$ cat src/rtl/seq_pkg.sv
// seq_pkg: shared definitions for the program sequencer.
//   - INSTR_W: instruction/data word width.
//   - OP_*: opcode field values (instruction bits [8:6]).
//   - estado_t: sequencer FSM state encoding, also exported for debug.
//   - opcode_of(): extracts the opcode field from a word.
package seq_pkg;

    localparam int INSTR_W = 16;

    localparam logic [2:0] OP_MV   = 3'b000;
    localparam logic [2:0] OP_MVI  = 3'b001;
    localparam logic [2:0] OP_ADD  = 3'b010;
    localparam logic [2:0] OP_SUB  = 3'b011;
    localparam logic [2:0] OP_HALT = 3'b111;

    typedef enum logic [3:0] {
        OCIOSO    = 4'd0,
        BUSCA     = 4'd1,
        CAPTURA   = 4'd2,
        BUSCA_IMM = 4'd3,
        EMITE     = 4'd4,
        IMEDIATO  = 4'd5,
        AGUARDA   = 4'd6,
        PAUSA     = 4'd7,
        PARADO    = 4'd8
    } estado_t;

    function automatic logic [2:0] opcode_of(input logic [INSTR_W-1:0] w);
        return w[8:6];
    endfunction

endpackage

$ cat src/rtl/contador_programa.sv
// contador_programa: program counter register.
//   clk_i  : clock, rising edge
//   rst_i  : synchronous active-high reset (PC -> 0)
//   clr_i  : synchronous clear (PC -> 0), wins over increment
//   inc_i  : advance PC this cycle
//   inc2_i : when advancing, step by 2 (instruction + immediate) instead of 1
//   pc_o   : current PC; arithmetic wraps modulo 2^ADDR_W
module contador_programa #(
    parameter int ADDR_W = 5
) (
    input  logic              clk_i,
    input  logic              rst_i,
    input  logic              clr_i,
    input  logic              inc_i,
    input  logic              inc2_i,
    output logic [ADDR_W-1:0] pc_o
);

    logic [ADDR_W-1:0] pc_q;
    logic [ADDR_W-1:0] pc_d;

    always_comb begin
        pc_d = pc_q;
        if (clr_i) begin
            pc_d = '0;
        end else if (inc_i) begin
            // Truncating add gives the modulo-2^ADDR_W wrap for free.
            pc_d = pc_q + (inc2_i ? ADDR_W'(2) : ADDR_W'(1));
        end
    end

    always_ff @(posedge clk_i) begin
        if (rst_i) begin
            pc_q <= '0;
        end else begin
            pc_q <= pc_d;
        end
    end

    assign pc_o = pc_q;

endmodule

$ cat src/rtl/sequenciador_programa.sv
// sequenciador_programa: fetches instructions from a synchronous ROM and
// feeds them to the multicycle processor.
//   Clock, Reset      : rising-edge clock, synchronous active-high reset
//   Start             : pulse, (re)starts execution at address 0 (idle/halted only)
//   Step_mode, Step   : pause after each retired instruction / resume pulse
//   Mem_rd, Mem_addr  : ROM read strobe and address
//   Mem_data          : ROM data, valid the cycle after Mem_rd
//   DIN, Run, Done    : processor data input, start pulse, completion
//   Busy, Halted, Erro: running / stopped / sticky Done-timeout flag
//   PC, Instr_count   : current instruction address, retired instructions
//   Estado_o          : current FSM state (debug)
//
// Processor handshake: Run is high for exactly one cycle (EMITE) with the
// instruction on DIN; for mvi the immediate is on DIN the following cycle.
// Done is sampled from the cycle after Run onwards and retires the
// instruction in the cycle it is seen high; a Done in the Run cycle is ignored.
module sequenciador_programa
    import seq_pkg::*;
#(
    parameter int ADDR_W  = 5,
    parameter int TIMEOUT = 15
) (
    input  logic               Clock,
    input  logic               Reset,
    input  logic               Start,
    input  logic               Step_mode,
    input  logic               Step,
    output logic               Mem_rd,
    output logic [ADDR_W-1:0]  Mem_addr,
    input  logic [INSTR_W-1:0] Mem_data,
    output logic [INSTR_W-1:0] DIN,
    output logic               Run,
    input  logic               Done,
    output logic               Busy,
    output logic               Halted,
    output logic               Erro,
    output logic [ADDR_W-1:0]  PC,
    output logic [15:0]        Instr_count,
    output estado_t            Estado_o
);

    localparam int WAIT_W = $clog2(TIMEOUT + 1);

    estado_t              estado_q, estado_d;
    logic [INSTR_W-1:0]   ir_q, ir_d;
    logic [INSTR_W-1:0]   imm_q, imm_d;
    logic [INSTR_W-1:0]   din_q;
    logic [INSTR_W-1:0]   din_d;
    logic [15:0]          cnt_q, cnt_d;
    logic [WAIT_W-1:0]    wait_q, wait_d;
    logic                 erro_q, erro_d;
    logic                 pc_clr, pc_inc, pc_inc2;
    logic                 run_emit;
    logic                 ir_is_mvi;

    contador_programa #(
        .ADDR_W (ADDR_W)
    ) u_pc (
        .clk_i  (Clock),
        .rst_i  (Reset),
        .clr_i  (pc_clr),
        .inc_i  (pc_inc),
        .inc2_i (pc_inc2),
        .pc_o   (PC)
    );

    assign ir_is_mvi = (opcode_of(ir_q) == OP_MVI);

    always_comb begin
        estado_d = estado_q;
        ir_d     = ir_q;
        imm_d    = imm_q;
        cnt_d    = cnt_q;
        wait_d   = wait_q;
        erro_d   = erro_q;
        din_d    = din_q;      // DIN holds its last value unless driven below
        pc_clr   = 1'b0;
        pc_inc   = 1'b0;
        pc_inc2  = 1'b0;
        Mem_rd   = 1'b0;
        Mem_addr = PC;
        run_emit = 1'b0;

        case (estado_q)
            OCIOSO, PARADO: begin
                if (Start) begin
                    pc_clr   = 1'b1;
                    cnt_d    = '0;
                    erro_d   = 1'b0;
                    estado_d = BUSCA;
                end
            end
            BUSCA: begin
                Mem_rd   = 1'b1;
                estado_d = CAPTURA;
            end
            CAPTURA: begin
                ir_d = Mem_data;
                if (opcode_of(Mem_data) == OP_HALT) begin
                    estado_d = PARADO;
                end else if (opcode_of(Mem_data) == OP_MVI) begin
                    // Immediate read overlaps the capture cycle.
                    Mem_rd   = 1'b1;
                    Mem_addr = PC + ADDR_W'(1);
                    estado_d = BUSCA_IMM;
                end else begin
                    estado_d = EMITE;
                end
            end
            BUSCA_IMM: begin
                imm_d    = Mem_data;
                estado_d = EMITE;
            end
            EMITE: begin
                run_emit = 1'b1;
                din_d    = ir_q;
                wait_d   = '0;
                estado_d = ir_is_mvi ? IMEDIATO : AGUARDA;
            end
            IMEDIATO, AGUARDA: begin
                if (estado_q == IMEDIATO) begin
                    din_d = imm_q;
                end
                if (Done) begin
                    cnt_d    = cnt_q + 16'd1;
                    pc_inc   = 1'b1;
                    pc_inc2  = ir_is_mvi;
                    estado_d = Step_mode ? PAUSA : BUSCA;
                end else if (wait_q == WAIT_W'(TIMEOUT - 1)) begin
                    // TIMEOUT wait cycles elapsed without Done.
                    erro_d   = 1'b1;
                    estado_d = PARADO;
                end else begin
                    wait_d   = wait_q + WAIT_W'(1);
                    estado_d = AGUARDA;
                end
            end
            PAUSA: begin
                if (Step) begin
                    estado_d = BUSCA;
                end
            end
            default: begin
                estado_d = OCIOSO;
            end
        endcase
    end

    always_ff @(posedge Clock) begin
        if (Reset) begin
            estado_q <= OCIOSO;
            ir_q     <= '0;
            imm_q    <= '0;
            din_q    <= '0;
            cnt_q    <= '0;
            wait_q   <= '0;
            erro_q   <= 1'b0;
        end else begin
            estado_q <= estado_d;
            ir_q     <= ir_d;
            imm_q    <= imm_d;
            din_q    <= din_d;
            cnt_q    <= cnt_d;
            wait_q   <= wait_d;
            erro_q   <= erro_d;
        end
    end

    // DIN follows the value being driven this cycle so the instruction and the
    // immediate appear in the Run cycle and the one after, respectively.
    assign DIN         = din_d;
    // Reset removes Run combinationally so an in-flight pulse is cut short.
    assign Run         = run_emit & ~Reset;
    assign Busy        = (estado_q != OCIOSO) && (estado_q != PARADO);
    assign Halted      = (estado_q == PARADO);
    assign Erro        = erro_q;
    assign Instr_count = cnt_q;
    assign Estado_o    = estado_q;

endmodule

$ cat config.mk
export PLATFORM = sky130hd
export DESIGN_NAME = sequenciador_programa
export DESIGN_NICKNAME = d
export VERILOG_FILES = /design/src/rtl/seq_pkg.sv /design/src/rtl/contador_programa.sv /design/src/rtl/sequenciador_programa.sv
export SDC_FILE = /design/constraint.sdc
export NUM_CORES = 1
export LEC_CHECK = 0
export CORE_ASPECT_RATIO = 1.5
export CORE_UTILIZATION = 47
export CTS_BUF_LIST = sky130_fd_sc_hd__clkbuf_8 sky130_fd_sc_hd__clkbuf_16
export DETAILED_ROUTE_END_ITERATION = 6
export HOLD_SLACK_MARGIN = 0.02
export PLACE_DENSITY = 0.78
export SYNTH_ARGS = -nofsm -noshare
export SYNTH_HDL_FRONTEND = slang
export SYNTH_SLANG_ARGS = --single-unit
$ cat constraint.sdc
create_clock -name Clock -period 2.5 [get_ports Clock]
set_input_delay 0.375 -clock Clock [delete_from_list [all_inputs] [get_ports Clock]]
set_output_delay 0.375 -clock Clock [all_outputs]
set_load 0.005 [all_outputs]
# Word-level counts from Yosys, hierarchy flattened

Cells that the tools add are included.

Bits in registers: 78
Input port bits: 22
Output and inout port bits: 51
Word-level logic and storage cells: 80

$add $sub $neg: 4
Muxes and demuxes: 35
Bitwise gates (word level): 2
Reductions and logical operators: 12
Equal/unequal tests: 19

Operators with widths:

| cell                                                                   | number |
|---|---|
| 16-bit case mux with 2 select lines                                    | 2 |
| 16-bit two-way mux                                                     | 3 |
| 4-bit two-way mux                                                      | 7 |
| 4-bit case mux with 7 select lines                                     | 1 |
| 16-bit by 1-bit adder with 16-bit output (second input constant)       | 1 |
| 4-bit by 3-bit equality test with 1-bit output (second input constant) | 4 |
| 5-bit two-way mux                                                      | 3 |
| 1-bit two-way mux                                                      | 12 |
| 2-bit != test (second input constant)                                  | 6 |
| 4-bit by 2-bit equality test with 1-bit output (second input constant) | 2 |
| 4-bit equality test (second input constant)                            | 2 |
| 4-bit case mux with 2 select lines                                     | 1 |
| 3-bit by 1-bit equality test with 1-bit output (second input constant) | 2 |
| 3-bit two-way mux                                                      | 2 |
| 3-bit AND reduction                                                    | 2 |
| 2-bit OR reduction                                                     | 3 |
| 5-bit by 1-bit adder with 5-bit output (second input constant)         | 1 |
| 5-bit adder                                                            | 1 |
| 4-bit by 1-bit adder with 4-bit output (second input constant)         | 1 |
| 4-bit by 1-bit equality test with 1-bit output (second input constant) | 1 |
| 4-bit logical NOT                                                      | 1 |
| 2-bit two-way mux                                                      | 2 |
| 4-bit != test (second input constant)                                  | 1 |
| 1-bit case mux with 2 select lines                                     | 2 |
| 8 further kinds                                                        | 9 |

# Longest topological paths before layout

Depth in word-level cells: 5
Gate-level depth with buffers: 11
Depth with buffers taken out: 9

# By module

From an unflattened synthesis, not the netlist that was laid out.

Cell total of the unflattened synthesis: 463
Area total of the unflattened synthesis: 3857.4 µm²

Modules (own cells, without submodules):

| module                | cells an instance | instances | seq. area each (µm²) | area each (µm²) |
|---|---|---|---|---|
| sequenciador_programa | 437               | 1         | 1461.4               | 3601.0 |
| contador_programa     | 26                | 1         | 100.1                | 256.5 |

# Worst setup path before layout

Ideal clock, no wire load.

Path kind: reg2reg
Start point: reg estado_q[2], in the netlist Estado_o[2]
End point: reg u_pc.pc_q[2], in the netlist u_pc.pc_o[2]
Path buffers: 2
Period minus slack after synthesis: 2.375 ns
Arrival time: 2.254 ns
Data required time: 2.379 ns
Library setup time: 0.121 ns
Path slack: 0.125 ns
Stages on the path, launching flop included: 11
Path through: dfxtp_1 > buf_6 > nor2b_1 > buf_2 > nand3_1 > or2_2 > ha_1 > fa_1 > nand4_1 > xor2_1 > nor2_1

Longest elaborated chain between the ends: 5
Elaborated cells between the ends (all ways): 12
Classes of those cells: add/sub: 1; eq/ne: 3; mux: 4; reduce/logical: 4

RTL lines:

| item                                           | line                         | source |
|---|---|---|
| start: declaration                             | sequenciador_programa.sv:44  | `estado_t estado_q, estado_d;` |
| start signal: assignment                       | sequenciador_programa.sv:159 | `estado_q <= estado_d;` |
| 4-bit by 3-bit equality test with 1-bit output | sequenciador_programa.sv:84  | `case (estado_q)` |
| 2-bit OR reduction                             | sequenciador_programa.sv:84  |  |
| 1-bit two-way mux                              | sequenciador_programa.sv:84  |  |
| 2-bit two-way mux                              | contador_programa.sv:28      | `pc_d = pc_q + (inc2_i ? ADDR_W'(2) : ADDR_W'(1));` |
| 5-bit adder                                    | contador_programa.sv:28      |  |
| end signal: assignment                         | contador_programa.sv:36      | `pc_q <= pc_d;` |
| end: declaration                               | contador_programa.sv:19      | `logic [ADDR_W-1:0] pc_q;` |

Parallel ways exist; a longest one is shown, timed or not.
A chain may end at the register's enable or synchronous reset.

# Final worst setup path

Start point: reg estado_q[3], in the netlist Estado_o[3]
End point: out DIN[6]

Longest elaborated chain between the ends: 3
Elaborated cells between the ends (all ways): 6
Classes of those cells: eq/ne: 3; mux: 2; reduce/logical: 1

RTL lines:

| item                                                              | line                                                      | source |
|---|---|---|
| 4-bit by 3-bit equality test with 1-bit output (on tied branches) | sequenciador_programa.sv:84, sequenciador_programa.sv:121 |  |
| 16-bit two-way mux or 2-bit OR reduction (tied branches)          | sequenciador_programa.sv:121, sequenciador_programa.sv:84 |  |
| 16-bit case mux with 2 select lines *                             | sequenciador_programa.sv:84                               |  |
| end: declaration                                                  | sequenciador_programa.sv:31                               | `output logic [INSTR_W-1:0] DIN,` |

Every way passes the cells marked *; elsewhere a longest branch is shown, timed or not.

==> metrics.cfg <==
[synthesis]
netlist_area_sq_um=3760
ys_ff_latch=78
async_reset_ff_frac=0
synth_cells=455
yosys_warnings=0
synth_area_per_cell_sq_um=8.27
synth-compound-area-share=0.199
post_synth_and_or_nand_nor_area_fraction=0.219
synthXorXnorAreaFrac=0.0140
ys_types=52
synth_fp_nets=484
synthFlopType=dfxtp_1
synth_fa_ha_area_frac=0.0253
ys_seq_area_frac=0.415
synth_top_family_by_area=simple AND/OR/NAND/NOR gates
synthMuxAreaShare=0.0801
synth_edf_count=0

[global_routing]
first_global_vias=3270
grt_pass1_wl_um=15100
track_usage=0.232
antenna_found_initial=0
overflow=0
grt_max_degree=49

[clock_network]
clkSlewWorstSetupHoldPaths_ns=0.06
clk_latency_ns=0.34
postCtsSetupBuffers=0
hold_buffers=0
cts.sinks=78
cts.htree.levels=3
cts_buffers=9
cts_tree=yes
cts_buffer_depth=2
cts_root_buf=clkbuf_16

[routing]
drt-total-wl_um=9150
drtIter0Drc=173
num_vias=3536
wl_per_cell_um=14.3
via_per_inst=5.53
drc_errors=0
drt_pre_antenna_iters=6
antenna_left=0

[floorplan]
start_util=0.488
core_area_sq_um=7710
fp.dieW_um=75.1
rows=39
die-area_sq_um=8380
die_y_um=112
io_pins=73

[worst_setup_path]
r2r-end=u_pc.pc_o[2]$_SDFFE_PP0P_
worst-setup-path-type=flop to primary output
end_kind=primary output
worst_r2r_path_depth=7
arrival_ns=2.02
critPathLaunchType=flop
path_max_fanout=48
cp-startpoint=Estado_o[3]$_SDFFE_PP0P_
cp-endpoint=DIN[6]
r2r_start=ir_q[6]$_SDFFE_PP0N_
worstPathRequired_ns=2.12
rrSetupSlack_ns=0.29

[pwr]
power_frac_clock=0.287
swShare=0.328
seq_power_share=0.341
power_frac_comb=0.372
p_int_mw=3.00
power_density_nw_per_um2=894
finalPower_mw=4.47
leakage_nw=1.82
ir_drop_uv=686
p_sw_mw=1.46

[placement]
pre_cts_slack_ns=0.00271
dpl.hpwl_um=6340
io_buffers=72
gp_congestion=0.796

[cells_and_area]
drive_above_1_share=0.108
area_growth_syn_to_layout_pct=32.7
diodes=0
nets=562

[timing]
period_needed_ns=2.40
finClkSkew_ns=0.00703
fin_ws_ns=0.104
setup_tns_ns=0
hold_viol=0
drv_slew=0
fin_crit_sh=0.958
setup_viol=0
slew-limit-headroom=0.585
max_freq_ghz=0.417
worstMarginPinSlew_ns=0.620
rsz0062_at_grt=false

[worst_hold_path]
worstHoldStart=imm_q[0]$_SDFFE_PP0P_
min_path_type=flop to flop

[job]
max_cap_viol_count=0

[status]
status=finished clean

-- placed cells by master (no fill, tap or decap), drive strengths merged, types with 10 or more instances in the layout --
cell type / instances
dfxtp: 78
a211oi: 22
nand3: 15
clkdlybuf4s50: 68
mux2i: 29
a21oi: 64
inv: 10
o21ai: 10
buf: 26
nand2: 93
nor2: 27
-- per-layer routing --
metal / vias to the layer above / track usage / part of all wire
li1: 1753 / - / -
met1: 1652 / 0.279 / 0.41
met2: 118 / 0.393 / 0.52
met3: 13 / 0.0371 / 0.058
met4: 0 / 0.108 / 0.019
met5: - / 0 / 0
-- synth_stat cells (3+ instances only) --
master / count / share of area
ha_1: 6 / 0.020
nand3_1: 15 / 0.020
mux2i_1: 29 / 0.077
a211oi_1: 22 / 0.044
nor2_1: 27 / 0.027
xnor2_1: 3 / 0.0070
clkbuf_1: 12 / 0.012
nor2b_1: 4 / 0.0066
nand2b_1: 9 / 0.015
and3_1: 4 / 0.0066
buf_4: 5 / 0.010
dfxtp_1: 78 / 0.41
nor3_1: 4 / 0.0053
a2111o_1: 3 / 0.0090
buf_2: 7 / 0.0093
a21o_1: 3 / 0.0060
nand4_1: 5 / 0.0083
a21oi_1: 64 / 0.085
o21ai_0: 10 / 0.013
buf_1: 3 / 0.0030
o21a_1: 3 / 0.0060
xor2_1: 3 / 0.0070
nand2_1: 93 / 0.093
inv_1: 7 / 0.0070
-- power groups by stage --
stage          Combinational [mW]  Clock [mW]  Sequential (mW)
2_1_floorplan               0.931           0             1.50
3_3_place_gp                 1.62           0             1.53
3_5_place_dp                 1.64           0             1.54
4_1_cts                      1.67        1.30             1.52
5_1_grt                      1.83        1.36             1.54
6_report                     1.66        1.28             1.52
-- cell families (layout without fill, tap and decap cells) --
kind of cell,count (synthesis),after routing
simple gates,177,177
compound gates,120,120
flops,78,78
buf+inv,37,120
mux,30,30
fa+ha+maj,7,7
xor+xnor,6,6
-- what timing repair did --
| item | CTS | global route |
|---|---|---|
| hold endpoints to repair | 0 | 0 |
| endpoints found under the setup margin | 22 | 23 |
| resized for setup | 5 | 10 |
| pin swaps | 0 | 0 |
-- cell type report --
cell class                      count  area (sq um)
Inverter                            7          26.3
Timing Repair Buffer               97           927
Tap cell                          102           128
Multi-Input combinational cell    340          2050
Sequential cell                    78          1570
Clock inverter                      7          66.3
Clock buffer                        9           225
Fill cell                         701          2710
-- critical path, cell delays in order, from the launching register on --
cell and delay (ns):
dfxtp_2 0.39, nand2b_4 0.20, nor2_4 0.11, buf_12 0.22
nor2_1 0.08, a21oi_1 0.16, clkdlybuf4s50_1 0.53
-- stage by stage --
| step | hold WS (ns) | instance area [sq um] | instances | util |
|---|---|---|---|---|
| floorplan | 0.436 | 3760 | 455 | - |
| finish | 0.454 | 5000 | 640 | 0.648 |
| CTS | 0.454 | 4970 | 640 | 0.644 |
| detailed placement | 0.447 | 4660 | 624 | 0.605 |
| global route | 0.475 | 5000 | 640 | 0.648 |
| global placement | 0.440 | 4660 | 624 | 0.605 |
-- sequential cells by signal, summed over array words and instances, names as in the netlist --
signal / count
imm_q: 16
u_pc.pc_o: 5
Erro: 1
Instr_count: 16
ir_q: 16
wait_q: 4
din_q: 16
Estado_o: 4
-- worst min-delay path by stage --
stage                            end  slack, ns  depth (start not counted)
6_report       imm_q[0]$_SDFFE_PP0P_       0.45                          2
5_1_grt        imm_q[1]$_SDFFE_PP0P_       0.47                          2
4_1_cts        imm_q[9]$_SDFFE_PP0P_       0.45                          2
3_5_place_dp   imm_q[9]$_SDFFE_PP0P_       0.45                          2
3_3_place_gp   imm_q[8]$_SDFFE_PP0P_       0.44                          2
2_1_floorplan   ir_q[0]$_SDFFE_PP0N_       0.44                          2
No activity file was read; power rests on OpenSTA's default activity.
